==> src/rtl/column_rasterizer.sv <==
// Expands one column descriptor from the DDA-out FIFO into SCREEN_HEIGHT frame-buffer writes,
// ceiling then wall then floor, walking the address down the column by SCREEN_WIDTH per row.
module column_rasterizer #(
    parameter int unsigned SCREEN_WIDTH  = 320,
    parameter int unsigned SCREEN_HEIGHT = 240,
    parameter int unsigned ADDR_WIDTH    = 17,
    parameter logic [15:0] CEIL_COLOR    = 16'h2104,
    parameter logic [15:0] FLOOR_COLOR   = 16'h4208
) (
    input  logic                  pixel_clk_in,
    input  logic                  rst_in,
    input  logic                  dda_fifo_tvalid_in,
    input  logic [37:0]           dda_fifo_tdata_in,
    input  logic                  dda_fifo_tlast_in,
    output logic                  transformer_tready_out,
    input  logic                  ray_ready_in,
    output logic                  ray_valid_out,
    output logic [ADDR_WIDTH-1:0] ray_address_out,
    output logic [15:0]           ray_pixel_out,
    output logic                  ray_last_pixel_out,
    output logic                  err_out
);

    localparam int unsigned YW = $clog2(SCREEN_HEIGHT);
    localparam int unsigned WW = YW + 1;

    typedef enum logic [0:0] {StIdle, StDraw} state_e;

    state_e state_q, state_d;

    logic [8:0]            hcount;
    logic [7:0]            line_height;
    logic                  wall_type;
    logic [3:0]            map_data;
    logic                  accept, in_range, beat_done, last_row;
    logic [WW-1:0]         start_calc, end_calc;
    logic [15:0]           wall_calc;
    logic [4:0]            r5, b5;
    logic [5:0]            g6;

    logic                  armed_q;
    logic                  err_q;
    logic                  last_q;
    logic [YW-1:0]         y_q;
    logic [WW-1:0]         draw_start_q, draw_end_q;
    logic [15:0]           wall_q;
    logic [ADDR_WIDTH-1:0] addr_q;

    assign hcount      = dda_fifo_tdata_in[37:29];
    assign line_height = dda_fifo_tdata_in[28:21];
    assign wall_type   = dda_fifo_tdata_in[20];
    assign map_data    = dda_fifo_tdata_in[19:16];

    // armed_q keeps tready low while reset is asserted and for the first cycle after release
    assign transformer_tready_out = (state_q == StIdle) && armed_q;
    assign accept    = dda_fifo_tvalid_in && transformer_tready_out;
    assign in_range  = 32'(hcount) < SCREEN_WIDTH;
    assign beat_done = (state_q == StDraw) && ray_ready_in;
    assign last_row  = y_q == YW'(SCREEN_HEIGHT - 1);

    always_comb begin
        start_calc = '0;
        end_calc   = WW'(SCREEN_HEIGHT - 1);
        if (32'(line_height) < SCREEN_HEIGHT) begin
            start_calc = WW'((SCREEN_HEIGHT - 32'(line_height)) >> 1);
            end_calc   = WW'(((SCREEN_HEIGHT - 32'(line_height)) >> 1) + 32'(line_height) - 1);
        end
    end

    always_comb begin
        r5 = map_data[0] ? 5'd31 : 5'd8;
        g6 = map_data[1] ? 6'd63 : 6'd16;
        b5 = map_data[2] ? 5'd31 : 5'd8;
        if (wall_type) begin
            r5 = r5 >> 1;
            g6 = g6 >> 1;
            b5 = b5 >> 1;
        end
        wall_calc = (map_data == 4'd0) ? 16'hF81F : {r5, g6, b5};
    end

    always_ff @(posedge pixel_clk_in or negedge rst_in) begin
        if (!rst_in) begin
            state_q <= StIdle;
        end else begin
            state_q <= state_d;
        end
    end

    always_comb begin
        state_d = state_q;
        unique case (state_q)
            StIdle: if (accept && in_range) state_d = StDraw;
            StDraw: if (beat_done && last_row) state_d = StIdle;
            default: state_d = StIdle;
        endcase
    end

    always_ff @(posedge pixel_clk_in or negedge rst_in) begin
        if (!rst_in) begin
            armed_q      <= 1'b0;
            err_q        <= 1'b0;
            last_q       <= 1'b0;
            y_q          <= '0;
            draw_start_q <= '0;
            draw_end_q   <= '0;
            wall_q       <= '0;
            addr_q       <= '0;
        end else begin
            armed_q <= 1'b1;
            if (accept && !in_range) begin
                err_q <= 1'b1;
            end
            if (accept && in_range) begin
                last_q       <= dda_fifo_tlast_in;
                y_q          <= '0;
                draw_start_q <= start_calc;
                draw_end_q   <= end_calc;
                wall_q       <= wall_calc;
                addr_q       <= ADDR_WIDTH'(hcount);
            end else if (beat_done) begin
                y_q    <= y_q + YW'(1);
                addr_q <= addr_q + ADDR_WIDTH'(SCREEN_WIDTH);
            end
        end
    end

    always_comb begin
        ray_valid_out      = state_q == StDraw;
        ray_address_out    = addr_q;
        ray_last_pixel_out = ray_valid_out && last_q && last_row;
        ray_pixel_out      = 16'h0000;
        if (ray_valid_out) begin
            if ({1'b0, y_q} < draw_start_q) begin
                ray_pixel_out = CEIL_COLOR;
            end else if ({1'b0, y_q} > draw_end_q) begin
                ray_pixel_out = FLOOR_COLOR;
            end else begin
                ray_pixel_out = wall_q;
            end
        end
    end

    assign err_out = err_q;

endmodule

==> config.mk <==
export PLATFORM = sky130hd
export DESIGN_NAME = column_rasterizer
export DESIGN_NICKNAME = d
export VERILOG_FILES = /design/src/rtl/column_rasterizer.sv
export SDC_FILE = /design/constraint.sdc
export NUM_CORES = 1
export LEC_CHECK = 0
export BUFFER_PORTS_ARGS = -buffer_cell sky130_fd_sc_hd__buf_2
export CORE_MARGIN = 3
export CORE_UTILIZATION = 58
export DETAILED_ROUTE_END_ITERATION = 6
export GPL_TIMING_DRIVEN = 0
export PLACE_DENSITY = 0.85
export REMOVE_ABC_BUFFERS = 1
export SETUP_SLACK_MARGIN = 0.4
export SKIP_CTS_REPAIR_TIMING = 1
export SYNTH_ARGS = -nofsm -noshare
export SYNTH_HDL_FRONTEND = slang
export SYNTH_SLANG_ARGS = --single-unit
export TNS_END_PERCENT = 1
==> constraint.sdc <==
create_clock -name pixel_clk_in -period 2.7 [get_ports pixel_clk_in]
set_input_delay 0.135 -clock pixel_clk_in [delete_from_list [all_inputs] [get_ports pixel_clk_in]]
set_output_delay 0.135 -clock pixel_clk_in [all_outputs]
set_load 0.02 [all_outputs]
# Word level (Yosys, flattened, before mapping)
# Index checks and enable logic that the tools add are counted.
[op_classes] n_addsub=5 mul=0 div_mod_pow=0 n_lt_le_gt_ge=4 n_eq_ne=1 shifts=0 n_mux=19 bitwise=1 n_reduce_logical=11
[op_table] op="16-bit two-way mux" n=4
[op_table] op="17-bit two-way mux" n=2
[op_table] op="5-bit two-way mux" n=4
[op_table] op="9-bit two-way mux" n=2
[op_table] op="17-bit by 9-bit adder with 17-bit output (second input constant)" n=1
[op_table] op="8-bit two-way mux" n=2
[op_table] op="6-bit two-way mux" n=2
[op_table] op="9-bit by 8-bit adder with 9-bit output" n=1
[op_table] op="8-bit by 9-bit > comparator with 1-bit output" n=1
[op_table] op="8-bit by 9-bit < comparator with 1-bit output" n=1
[op_table] op="9-bit < comparator (second input constant)" n=1
[op_table] op="8-bit by 8-bit subtractor with 9-bit output (first input constant)" n=1
[op_table] op="9-bit by 1-bit subtractor with 9-bit output (second input constant)" n=1
[op_table] op="8-bit by 1-bit adder with 8-bit output (second input constant)" n=1
[op_table] op="8-bit equality test (second input constant)" n=1
[op_table] op="1-bit logical AND" n=8
[op_table] op="8-bit < comparator (second input constant)" n=1
[op_table] op="4-bit zero test" n=1
[op_table] op="1-bit two-way mux" n=2
[op_table] op="1-bit one-hot mux with 2 select lines" n=1
[op_table] op="2-bit nonzero test" n=1
[op_table] op="1-bit zero test" n=1
[op_table] op="1-bit inverter" n=1
[word_totals] reg_bits=63 latch_bits=0 ram_bits=0 mem_bits_ro=0 input_bits=43 output_inout_bits=37 wordCells=50 mem_count=0

# Longest topological paths before layout
[depth] depth_word=6 depth_mapped=13 mapped_depth_nobuf=13

# Least setup slack after synthesis
# No wires, ideal clock.
[synth_timing] path_type="input port to flip-flop" from="input port dda_fifo_tdata_in[22]" to="register draw_end_q[8]" setup_ps=119 t_arrival_ps=2143 required_ps=2581 setup_slack_ps=438 cell_stages=10 path_buffers=0 cell_sequence="or4_4 nand2_1 ha_1 inv_1 ha_1 a211oi_1 o21ai_0 o31ai_1 xnor2_1 o21ai_2"
[synth_between] elab_chain_len=4 word_cells_on_any_way=5 cone_classes="3 x add/sub; 1 x order compare; 1 x mux"
[synth_rtl] element="start: declaration" line_no="13" rtl="input logic [37:0] dda_fifo_tdata_in,"
[synth_rtl] element="8-bit by 8-bit subtractor with 9-bit output" line_no="66" rtl="end_calc = WW'(((SCREEN_HEIGHT - 32'(line_height)) >> 1) + 32'(line_height) - 1);"
[synth_rtl] element="9-bit by 8-bit adder with 9-bit output" line_no="66"
[synth_rtl] element="9-bit by 1-bit subtractor with 9-bit output" line_no="66"
[synth_rtl] element="9-bit two-way mux *" line_no="64" rtl="if (32'(line_height) < SCREEN_HEIGHT) begin"
[synth_rtl] element="end signal: assignment" line_no="118" rtl="draw_end_q <= end_calc;"
[synth_rtl] element="end: declaration" line_no="45" rtl="logic [WW-1:0] draw_start_q, draw_end_q;"
# Every way passes the cells marked *; elsewhere a longest branch is shown, timed or not.
# A chain may end at the register's enable or synchronous reset.

# Worst setup path in the final report
[layout_timing] from="register y_q[4]" to="output port ray_pixel_out[4]"
[layout_between] elab_chain_len=4 word_cells_on_any_way=5 cone_classes="2 x order compare; 3 x mux"
[layout_rtl] element="start: declaration" line_no="44" rtl="logic [YW-1:0] y_q;"
[layout_rtl] element="start signal: assignment" line_no="122" rtl="y_q <= y_q + YW'(1);"
[layout_rtl] element="8-bit by 9-bit > comparator with 1-bit output" line_no="136" rtl="end else if ({1'b0, y_q} > draw_end_q) begin"
[layout_rtl] element="16-bit two-way mux" line_no="136"
[layout_rtl] element="16-bit two-way mux *" line_no="134" rtl="if ({1'b0, y_q} < draw_start_q) begin"
[layout_rtl] element="16-bit two-way mux *" line_no="133" rtl="if (ray_valid_out) begin"
[layout_rtl] element="end: declaration" line_no="19" rtl="output logic [15:0] ray_pixel_out,"
# Marks and branches as above.

==> results.ini <==
[placed_design]
place_congestion = 0.788
post-dp-hpwl_um = 5150
numPortBuffers = 63
dpl-instance-area_sq_mm = 0.00379

[logic_synthesis]
synth_warnings = 0
netlist.area_leader.share_pct = 42.1
synth_top_cell_by_area = dfrtp_1
synth_area_leaders = dfrtp_1 42%, ha_1 11%, nand2_1 5.9%
ys_seq_elements = 58
synthFlopType = dfrtp_1
postSynthCellCount = 380
ys_types = 50
synth-edff-count = 0
async_flop_share_pct = 100
avgSynthCellArea_sq_um = 9.08
synth_seq_area_share_pct = 42.1
syn-cell-area_sq_mm = 0.00345

[grt]
grt_overflow = 0
top_usage_layer = met2
antenna_found_initial = 0
grtUsageMet1_pct = 26.6
groute.layer.met3.usage_pct = 5.06
grt_max_degree = 59
grtUsageMet2_pct = 36.9
grt_pass1_vias = 2772
grt_usage_pct = 21.8
grt_pass1_wl_um = 12400

[detailed_routing]
ant_nets = 0
vias_per_cell = 5.56
wire_per_inst_um = 14.7
wirelength_um = 7740
drc_errors = 0
drt_iter0_markers = 151
dr.pass1.iters = 4
vias = 2935

[setup_path]
cp_slowest_stage_delay_ps = 440
r2r-end = wall_q[14]
reg2reg_from = ray_valid_out
critPathBufInv = 2
crit_required_ps = 2570
crit_path_cell_trace = buf_4 -> ha_1 -> a21oi_1 -> o22ai_1 -> a21oi_2 -> a211oi_4 -> and2_1 -> buf_2
arrival_ps = 2350
crit_path_end_kind = primary output
path_delay_family = compound AO/OA/AOI/OAI gates
r2r_setup_slack_ps = 580
start_kind = flop
cp_num_cells = 8
critPathKind = reg -> out
rr_worst_depth = 4
slowest_stage = dfrtp_2
crit_fanout = 6

[power_and_ir_drop]
ir_drop_v = 0.000481
leakage_nw = 2.13
p_total_mw = 3.78
cellPowerDensity_mw_per_mm2 = 894

[timing]
fin_setup_tns_ps = 0
rsz0062_at_grt = true
slew_violations = 0
slew_headroom_pct = 46.2
fin_skew_ps = 8.79
worstMarginPinSlew_ps = 800
setup_violations = 0
hold_viol_final = 2
whs_ps = -7.86
fin_crit_sh_pct = 92.0
fin_crit_ps = 2480
fmax_mhz = 402

[clock_network]
clockBufferDepth = 2
clk_latency_ps = 330
htree_levels = 3
cts_tree = done
cts_num_sinks = 58
cts_buffers = 9
path_clk_slew_ps = 60
cts-root-buf = clkbuf_8

[die]
start_util_pct = 61.1
die_w_um = 83.1
pin_count = 80
coreArea_sq_mm = 0.00564
die_area_sq_mm = 0.00691
std_cell_rows = 27
die_h_um = 83.1

[hold_path]
hold_class = in -> reg
hold_end = ray_address_out[2]
hold_path_startpoint = dda_fifo_tdata_in[31]
holdPathStages = 3

[cells_and_area]
num_antenna_cells = 0
area_growth_pct = 22.4
final_area_sq_mm = 0.00422
drive_gt1_share_pct = 27.4
finalNetCount = 525
final_core_util_pct = 74.9

[status]
outcome = complete, but fails checks
violations = negative hold slack

[job]
cap_violations = 0

==> worst max path at each step <==
stage,from,end,slack (ps)
global placement,ray_valid_out,draw_end_q[2],-1640
global route,y_q[4],ray_pixel_out[11],150
finish,y_q[4],ray_pixel_out[4],220
floorplan,ray_valid_out,draw_end_q[2],-460
CTS,y_q[6],ray_pixel_out[7],100
detailed placement,dda_fifo_tdata_in[22],draw_end_q[8],-10
==> worst register-to-register path, delay by kind of cell, from the launching register on <==
family	cells	cell delay, ps
flops	1	490
simple gates	3	1360
compound gates	1	140
==> final cells by class <==
type                    instances  area, sq um
clock inverters                 3         40.0
multi-input cells             271         1900
repair buffers                 77          459
well taps                      72         90.1
flip-flops and latches         58         1460
inverters                      35          131
clock buffers                  12          145
fillers                       398         1420
==> flip-flops by register name (all words and copies together) (netlist names), 8 cells and up <==
signal,cells
draw_start_q,8
y_q,8
wall_q,12
ray_address_out,17
draw_end_q,9
==> kinds of logic (layout without fill, tap and decap cells) <==
kind of cell | Yosys count | in the layout | synth area share [%]
adders and majority gates | 30 | 30 | 11.1
other | 1 | 1 | 0.109
muxes | 1 | 1 | 0.290
DFF | 58 | 58 | 42.1
AOI/OAI and AO/OA | 72 | 72 | 14.0
and+or+nand+nor | 139 | 139 | 18.8
xor gates and xnor gates | 28 | 28 | 7.11
buffers and inverters | 51 | 127 | 6.53
==> per-layer routing <==
metal	wire length (um)	part of all wire [%]	up-vias
met2	3960	51	98
met4	164	2.1	0
li1	-	-	1424
met1	3200	41	1396
met3	415	5.4	17
met5	0	0	-
==> synth_stat cells, drive strengths merged, types with 3 or more instances <==
master   n
buf     12
nand4    4
nor3     4
nand2   55
and2     9
nor2b    7
a211oi   3
a31o     4
clkbuf   4
xor2    13
xnor2   15
a21oi   18
inv     35
o21ai   14
nand3    8
nor2    34
o21a     4
a22oi    4
ha      29
and3     6
dfrtp   58
o31ai    4
o22ai    9
a21o     3
==> metrics by stage <==
step           std cells  setup WS (ps)
6_report             528            215
5_1_grt              528            147
4_1_cts              515            104
3_5_place_dp         500          -14.1
3_3_place_gp         499          -1640
2_1_floorplan        364           -456
==> where the power goes <==
group          total, mW  internal [mW]  switching (mW)
Combinational       1.58          0.676           0.902
Sequential          1.42           1.18           0.243
Clock              0.776          0.444           0.332
==> placed cells by master, fill, tap and decap left out, drive strengths merged, types with 4 or more instances in the layout <==
cell	n
ha	29
a31o	4
a22oi	4
o22ai	9
clkbuf	12
buf	75
a21oi	18
dfrtp	58
xnor2	15
o31ai	4
nor2b	7
and2	9
o21ai	14
nand3	8
and3	6
o21a	4
nor3	4
nand2	55
inv	35
nand4	4
nor2	34
xor2	13
(Power assumes the default switching activity.)
